$ cat src/rtl/i2c_tb_pkg.sv
// rtl/i2c_tb_pkg.sv - FSM states and bus acknowledge levels shared by the I2C target
package i2c_tb_pkg;

  typedef enum logic [2:0] {
    ST_IDLE,
    ST_ADDR,
    ST_ACK,
    ST_PTR,
    ST_WR,
    ST_RD,
    ST_IGNORE
  } i2c_state_e;

  localparam logic BUS_ACK  = 1'b0;
  localparam logic BUS_NACK = 1'b1;

endpackage

$ cat src/rtl/i2c_line_filter.sv
// rtl/i2c_line_filter.sv - bus line synchronizer, FILT-deep glitch filter and edge detect
module i2c_line_filter #(
  parameter int FILT = 3
) (
  input  logic i_clk,
  input  logic i_rst,
  input  logic i_pin,
  output logic o_level,
  output logic o_rise,
  output logic o_fall
);

  logic            sync1_q, sync1_d;
  logic [FILT-1:0] hist_q, hist_d;
  logic            level_q, level_d;
  logic            prev_q, prev_d;

  // hist_q[0] is the second synchronizer stage; the whole window must agree
  always_comb begin
    sync1_d = i_pin;
    hist_d  = (hist_q << 1) | FILT'(sync1_q);
    level_d = level_q;
    if (&hist_q) begin
      level_d = 1'b1;
    end else if (~|hist_q) begin
      level_d = 1'b0;
    end
    prev_d = level_q;
  end

  always_ff @(posedge i_clk) begin
    if (i_rst) begin
      sync1_q <= 1'b1;
      hist_q  <= {FILT{1'b1}};
      level_q <= 1'b1;
      prev_q  <= 1'b1;
    end else begin
      sync1_q <= sync1_d;
      hist_q  <= hist_d;
      level_q <= level_d;
      prev_q  <= prev_d;
    end
  end

  assign o_level = level_q;
  assign o_rise  = level_q & ~prev_q;
  assign o_fall  = ~level_q & prev_q;

endmodule

$ cat src/rtl/i2c_target_regs.sv
// rtl/i2c_target_regs.sv - oversampling I2C target exposing a byte register file
module i2c_target_regs
  import i2c_tb_pkg::*;
#(
  parameter logic [6:0] DEV_ADDR = 7'h4A,
  parameter int         NREGS    = 16,
  parameter int         FILT     = 3,
  localparam int        AW       = $clog2(NREGS)
) (
  input  logic          i_clk,
  input  logic          i_rst,
  input  logic          i_scl,
  input  logic          i_sda,
  output logic          o_sda,
  output logic          o_sda_oe,
  output logic          o_scl_oe,
  input  logic [AW-1:0] i_reg_addr,
  input  logic          i_reg_we,
  input  logic [7:0]    i_reg_wdata,
  output logic [7:0]    o_reg_rdata,
  output logic          o_wr_valid,
  output logic [AW-1:0] o_wr_addr,
  output logic [7:0]    o_wr_data,
  output logic          o_busy
);

  logic scl_lvl, scl_rise, scl_fall;
  logic sda_lvl, sda_rise, sda_fall;
  logic start, stop;

  i2c_state_e    state_q, state_d, ack_next_q, ack_next_d;
  logic [3:0]    bit_cnt_q, bit_cnt_d;
  logic [7:0]    shift_q, shift_d;
  logic [AW-1:0] ptr_q, ptr_d;
  logic          sda_oe_q, sda_oe_d;
  logic          wr_valid_q, wr_valid_d;
  logic [AW-1:0] wr_addr_q, wr_addr_d;
  logic [7:0]    wr_data_q, wr_data_d;
  logic [7:0]    regs_q [NREGS];
  logic [7:0]    regs_d [NREGS];
  logic          bus_wr;
  logic [7:0]    bus_byte;

  i2c_line_filter #(.FILT(FILT)) u_scl_filt (
    .i_clk  (i_clk),
    .i_rst  (i_rst),
    .i_pin  (i_scl),
    .o_level(scl_lvl),
    .o_rise (scl_rise),
    .o_fall (scl_fall)
  );

  i2c_line_filter #(.FILT(FILT)) u_sda_filt (
    .i_clk  (i_clk),
    .i_rst  (i_rst),
    .i_pin  (i_sda),
    .o_level(sda_lvl),
    .o_rise (sda_rise),
    .o_fall (sda_fall)
  );

  assign start = sda_fall & scl_lvl;
  assign stop  = sda_rise & scl_lvl;

  // bit_cnt in RD: 1..8 data bits driven, 9 = master ACK slot, 10 = ACKed, reload on fall
  always_comb begin
    state_d    = state_q;
    ack_next_d = ack_next_q;
    bit_cnt_d  = bit_cnt_q;
    shift_d    = shift_q;
    ptr_d      = ptr_q;
    sda_oe_d   = sda_oe_q;
    bus_wr     = 1'b0;
    bus_byte   = {shift_q[6:0], sda_lvl};
    if (start) begin
      state_d   = ST_ADDR;
      bit_cnt_d = '0;
      sda_oe_d  = 1'b0;
    end else if (stop) begin
      state_d  = ST_IDLE;
      sda_oe_d = 1'b0;
    end else begin
      case (state_q)
        ST_ADDR, ST_PTR, ST_WR: begin
          if (scl_rise && bit_cnt_q < 4'd8) begin
            shift_d   = bus_byte;
            bit_cnt_d = bit_cnt_q + 4'd1;
            if (state_q == ST_WR && bit_cnt_q == 4'd7) begin
              bus_wr = 1'b1;
              ptr_d  = ptr_q + AW'(1);
            end
          end else if (scl_fall && bit_cnt_q == 4'd8) begin
            bit_cnt_d  = '0;
            sda_oe_d   = 1'b1;
            state_d    = ST_ACK;
            ack_next_d = ST_WR;
            if (state_q == ST_ADDR) begin
              if (shift_q[7:1] == DEV_ADDR) begin
                ack_next_d = shift_q[0] ? ST_RD : ST_PTR;
              end else begin
                sda_oe_d = 1'b0;
                state_d  = ST_IGNORE;
              end
            end else if (state_q == ST_PTR) begin
              ptr_d = shift_q[AW-1:0];
            end
          end
        end
        ST_ACK: begin
          if (scl_fall) begin
            state_d   = ack_next_q;
            sda_oe_d  = 1'b0;
            bit_cnt_d = '0;
            if (ack_next_q == ST_RD) begin
              shift_d   = regs_q[ptr_q];
              sda_oe_d  = ~regs_q[ptr_q][7];
              bit_cnt_d = 4'd1;
            end
          end
        end
        ST_RD: begin
          if (scl_fall) begin
            if (bit_cnt_q < 4'd8) begin
              sda_oe_d  = ~shift_q[6];
              shift_d   = {shift_q[6:0], 1'b0};
              bit_cnt_d = bit_cnt_q + 4'd1;
            end else if (bit_cnt_q == 4'd8) begin
              sda_oe_d  = 1'b0;
              bit_cnt_d = 4'd9;
            end else if (bit_cnt_q == 4'd10) begin
              shift_d   = regs_q[ptr_q];
              sda_oe_d  = ~regs_q[ptr_q][7];
              bit_cnt_d = 4'd1;
            end
          end else if (scl_rise && bit_cnt_q == 4'd9) begin
            if (sda_lvl == BUS_NACK) begin
              state_d = ST_IGNORE;
            end else begin
              ptr_d     = ptr_q + AW'(1);
              bit_cnt_d = 4'd10;
            end
          end
        end
        ST_IGNORE: sda_oe_d = 1'b0;
        default: ;
      endcase
    end
  end

  // Bus write is applied last so it wins a same-cycle collision with the bench port
  always_comb begin
    regs_d = regs_q;
    if (i_reg_we) begin
      regs_d[i_reg_addr] = i_reg_wdata;
    end
    if (bus_wr) begin
      regs_d[ptr_q] = bus_byte;
    end
    wr_valid_d = bus_wr;
    wr_addr_d  = bus_wr ? ptr_q : wr_addr_q;
    wr_data_d  = bus_wr ? bus_byte : wr_data_q;
  end

  always_ff @(posedge i_clk) begin
    if (i_rst) begin
      state_q    <= ST_IDLE;
      ack_next_q <= ST_IDLE;
      bit_cnt_q  <= '0;
      shift_q    <= '0;
      ptr_q      <= '0;
      sda_oe_q   <= 1'b0;
      wr_valid_q <= 1'b0;
      wr_addr_q  <= '0;
      wr_data_q  <= '0;
      for (int i = 0; i < NREGS; i++) begin
        regs_q[i] <= '0;
      end
    end else begin
      state_q    <= state_d;
      ack_next_q <= ack_next_d;
      bit_cnt_q  <= bit_cnt_d;
      shift_q    <= shift_d;
      ptr_q      <= ptr_d;
      sda_oe_q   <= sda_oe_d;
      wr_valid_q <= wr_valid_d;
      wr_addr_q  <= wr_addr_d;
      wr_data_q  <= wr_data_d;
      regs_q     <= regs_d;
    end
  end

  assign o_sda       = 1'b0;
  assign o_sda_oe    = sda_oe_q;
  assign o_scl_oe    = 1'b0;
  assign o_reg_rdata = regs_q[i_reg_addr];
  assign o_wr_valid  = wr_valid_q;
  assign o_wr_addr   = wr_addr_q;
  assign o_wr_data   = wr_data_q;
  assign o_busy      = (state_q != ST_IDLE);

endmodule

$ cat config.mk
export PLATFORM = sky130hd
export DESIGN_NAME = i2c_target_regs
export DESIGN_NICKNAME = d
export VERILOG_FILES = /design/src/rtl/i2c_tb_pkg.sv /design/src/rtl/i2c_line_filter.sv /design/src/rtl/i2c_target_regs.sv
export SDC_FILE = /design/constraint.sdc
export NUM_CORES = 1
export LEC_CHECK = 0
export BUFFER_PORTS_ARGS = -buffer_cell sky130_fd_sc_hd__clkbuf_2
export CORE_MARGIN = 2
export CORE_UTILIZATION = 34
export DETAILED_ROUTE_END_ITERATION = 10
export GPL_TIMING_DRIVEN = 1
export PLACE_DENSITY = 0.51
export SYNTH_ARGS = -nofsm -noshare
export SYNTH_HDL_FRONTEND = slang
export SYNTH_SLANG_ARGS = --single-unit
export TNS_END_PERCENT = 100
$ cat constraint.sdc
create_clock -name i_clk -period 5.18 [get_ports i_clk]
set_input_delay 1.036 -clock i_clk [delete_from_list [all_inputs] [get_ports i_clk]]
set_output_delay 1.036 -clock i_clk [all_outputs]
set_load 0.02 [all_outputs]
==> flow_summary.yaml <==
outcome:
  outcome: "finished, final reports clean"
placed_design:
  portBuffers: 39
  pre_cts_slack_ps: 1080
  gp_congestion: 0.857
  dp_hpwl_microns: 23400
clock_tree:
  htree_levels: 4
  cts_tree: "built"
  clk_path_buf_depth: 2
  postCtsSetupBuffers: 0
  clock_latency_ps: 450
  clk_pin_slew_ps: 60
  cts-resized-gates: 0
  cts-root-buf: "clkbuf_16"
  hold_buffers: 0
  clkSinkCount: 176
  cts_buffers: 17
finish:
  syn_to_final_growth_pct: 7.96
  fin_util: 0.371
  nets: 1054
  drive_above_1_share: 0.285
  n_fill_cell: 3214
  antenna_cells: 0
global_routing:
  use_met3: 0.0346
  globalRouteMet2Util: 0.281
  grtUsageMet1: 0.303
  grt_pass1_vias: 7861
  grt_max_degree: 86
  busiest_layer: "met1"
  overflow: 0
  grt_usage: 0.199
  antenna_found_initial: 0
  grt_pass1_wl_microns: 51000
floorplan:
  dieWidth_microns: 185
  io_pins: 42
  dieArea_sq_um: 34300
  start_util: 0.344
  die_h_microns: 185
  core_sq_um: 32500
  num_rows: 66
timing:
  fmaxAchievable_ghz: 0.245
  hold_viol: 0
  slew_headroom: 0.248
  rsz0062_at_grt: "false"
  min_period_ps: 4080
  tightest_slew_ps: 1130
  fin_ws_ps: 1100
  period_share: 0.788
  finClkSkew_ps: 17.1
  drv_slew: 0
  holdWs_ps: 409
  fin_tns_setup_ps: 0
  finalSetupViolCount: 0
worst_setup_path:
  cp-startpoint: "i_reg_addr[0]"
  cp-start-kind: "primary input"
  cp_cell_sequence: "clkbuf_2 -> buf_12 -> mux4_2 -> mux4_2 -> clkbuf_2"
  max_stage_delay_ps: 530
  r2r_start: "ptr_q[0]"
  crit_required_ps: 4140
  path_buf_inv: 3
  cp.arrival_ps: 3050
  crit_family: "multiplexers"
  critPathKind: "in2out"
  cp_slowest_cell: "mux4_2"
  worst-path-max-fanout: 25
  critPathCaptureType: "primary output"
min_path:
  hold_class: "reg2reg"
  hold_start: "u_scl_filt.sync1_q"
logic_synthesis:
  yosys_warnings: 0
  ys_seq_area_frac: 0.316
  synth_ff_type: "dfxtp_1"
  synth.cell_area_sq_um: 11200
  synth_area_per_cell_sq_um: 10.5
  ys_ff_latch: 176
  async_flop_share: 0
  synth_edf_count: 0
  synthCells: 1062
  synth_cell_types: 66
power_and_ir_drop:
  max-vdd-ir-drop_v: 0.000219
  p_per_area_nw_per_um2: 230
  p_total_mw: 2.77
  power.leakage_nw: 4.23
job:
  maxCapViolations: 0
route:
  drc: 0
  drt_iter0_drc: 844
  ant_nets: 0
  dr.pass1.iters: 6
  finalWirelength_microns: 33000
  post_drt_wl_per_cell_microns: 22.3
  drt-vias-per-instance: 5.74
  vias: 8512
==> path summary, 6_finish.rpt <==
kind,end,slack [ps],depth (start not counted)
hold / removal,u_scl_filt.hist_q[0],410,1
setup reg to reg,shift_q[5],2210,5
hold reg to reg,u_scl_filt.hist_q[0],410,1
setup / recovery,o_reg_rdata[1],1100,5
==> flip-flops by register name, summed over array words and instances (netlist names), 3 cells and up <==
register	cells
ack_next_q	3
u_scl_filt.hist_q	3
ptr_q	4
shift_q	8
regs_q	128
u_sda_filt.hist_q	3
o_wr_data	8
state_q	3
o_wr_addr	4
bit_cnt_q	4
==> through the flow <==
step           instances  area (sq um)
3_3_place_gp        1452         11500
4_1_cts             1484         12100
5_1_grt             1484         12100
6_report            1484         12100
2_1_floorplan       1063         11200
3_5_place_dp        1452         11500
==> cell usage after synthesis, drive strengths merged (4+ instances only) <==
master	n	area (sq um)
a211oi	137	1480
a21oi	42	214
a221oi	7	61.3
and3b	4	35.0
buf	58	363
clkbuf	52	196
dfxtp	176	3520
ha	8	100
inv	11	41.3
mux2	6	67.6
mux2i	144	1440
mux4	72	1620
nand2	29	109
nand2b	6	37.5
nand3	24	120
nand3b	7	52.6
nand4	19	359
nor2	154	586
nor2b	7	43.8
nor3	15	75.1
nor3b	4	35.0
o21ai	11	55.1
o31ai	4	30.0
or2	10	62.6
or3	5	31.3
or3b	4	37.5
==> cells by family after synthesis <==
| kind of cell | count (synthesis) | share of synthesized area |
|---|---|---|
| compound gates | 227 | 0.184 |
| flops | 176 | 0.316 |
| mux | 222 | 0.280 |
| xor+xnor | 1 | 0.000785 |
| buf+inv | 121 | 0.0538 |
| simple gates | 306 | 0.156 |
| fa+ha+maj | 8 | 0.00897 |
| other cells | 1 | 0.000336 |
==> metal layers <==
metal,wire (microns),vias up
met5,0,-
met4,581,0
met3,2020,30
met2,13900,270
met1,16500,4241
li1,-,3971
==> power breakdown <==
group / internal (mW) / switching (mW) / total (mW)
registers: 1.37 / 0.0157 / 1.38
clock network: 0.620 / 0.605 / 1.23
logic: 0.0612 / 0.101 / 0.162
total: 2.05 / 0.722 / 2.77
==> cell usage in the layout (no fill, tap or decap), types with 5 or more instances in the layout <==
cell,instances
dfxtp_1,175
nor2_1,151
mux2i_1,144
a211oi_2,91
mux4_2,72
a211oi_1,46
a21oi_1,41
clkbuf_2,38
nand2_1,28
nand3_1,24
clkbuf_16,17
buf_4,17
nand4_4,16
nor3_1,15
o21ai_0,11
inv_1,10
or2_2,9
ha_1,8
nand3b_1,7
nor2b_1,7
a221oi_1,7
nand2b_1,6
mux2_2,6
or3_1,5
clkinvlp_4,5
inv_6,5
==> final cells by class <==
class | count | area [sq um] | share of cell area
clock buffer | 18 | 429 | 0.0356
timing repair buffer | 57 | 349 | 0.0290
tap | 442 | 553 | 0.0459
sequential | 176 | 3520 | 0.292
clock inverter | 14 | 109 | 0.00903
multi-input combinational | 766 | 7050 | 0.585
inverter | 11 | 41.3 | 0.00343
==> worst reg2reg max path, cell delays in order, from the launching register on <==
cell      delay (ps)
dfxtp_1          910
buf_4            330
mux4_2           510
mux2_2           290
a221oi_1         620
a211oi_1         160
Note: power is estimated with default switching activity, not from simulation.
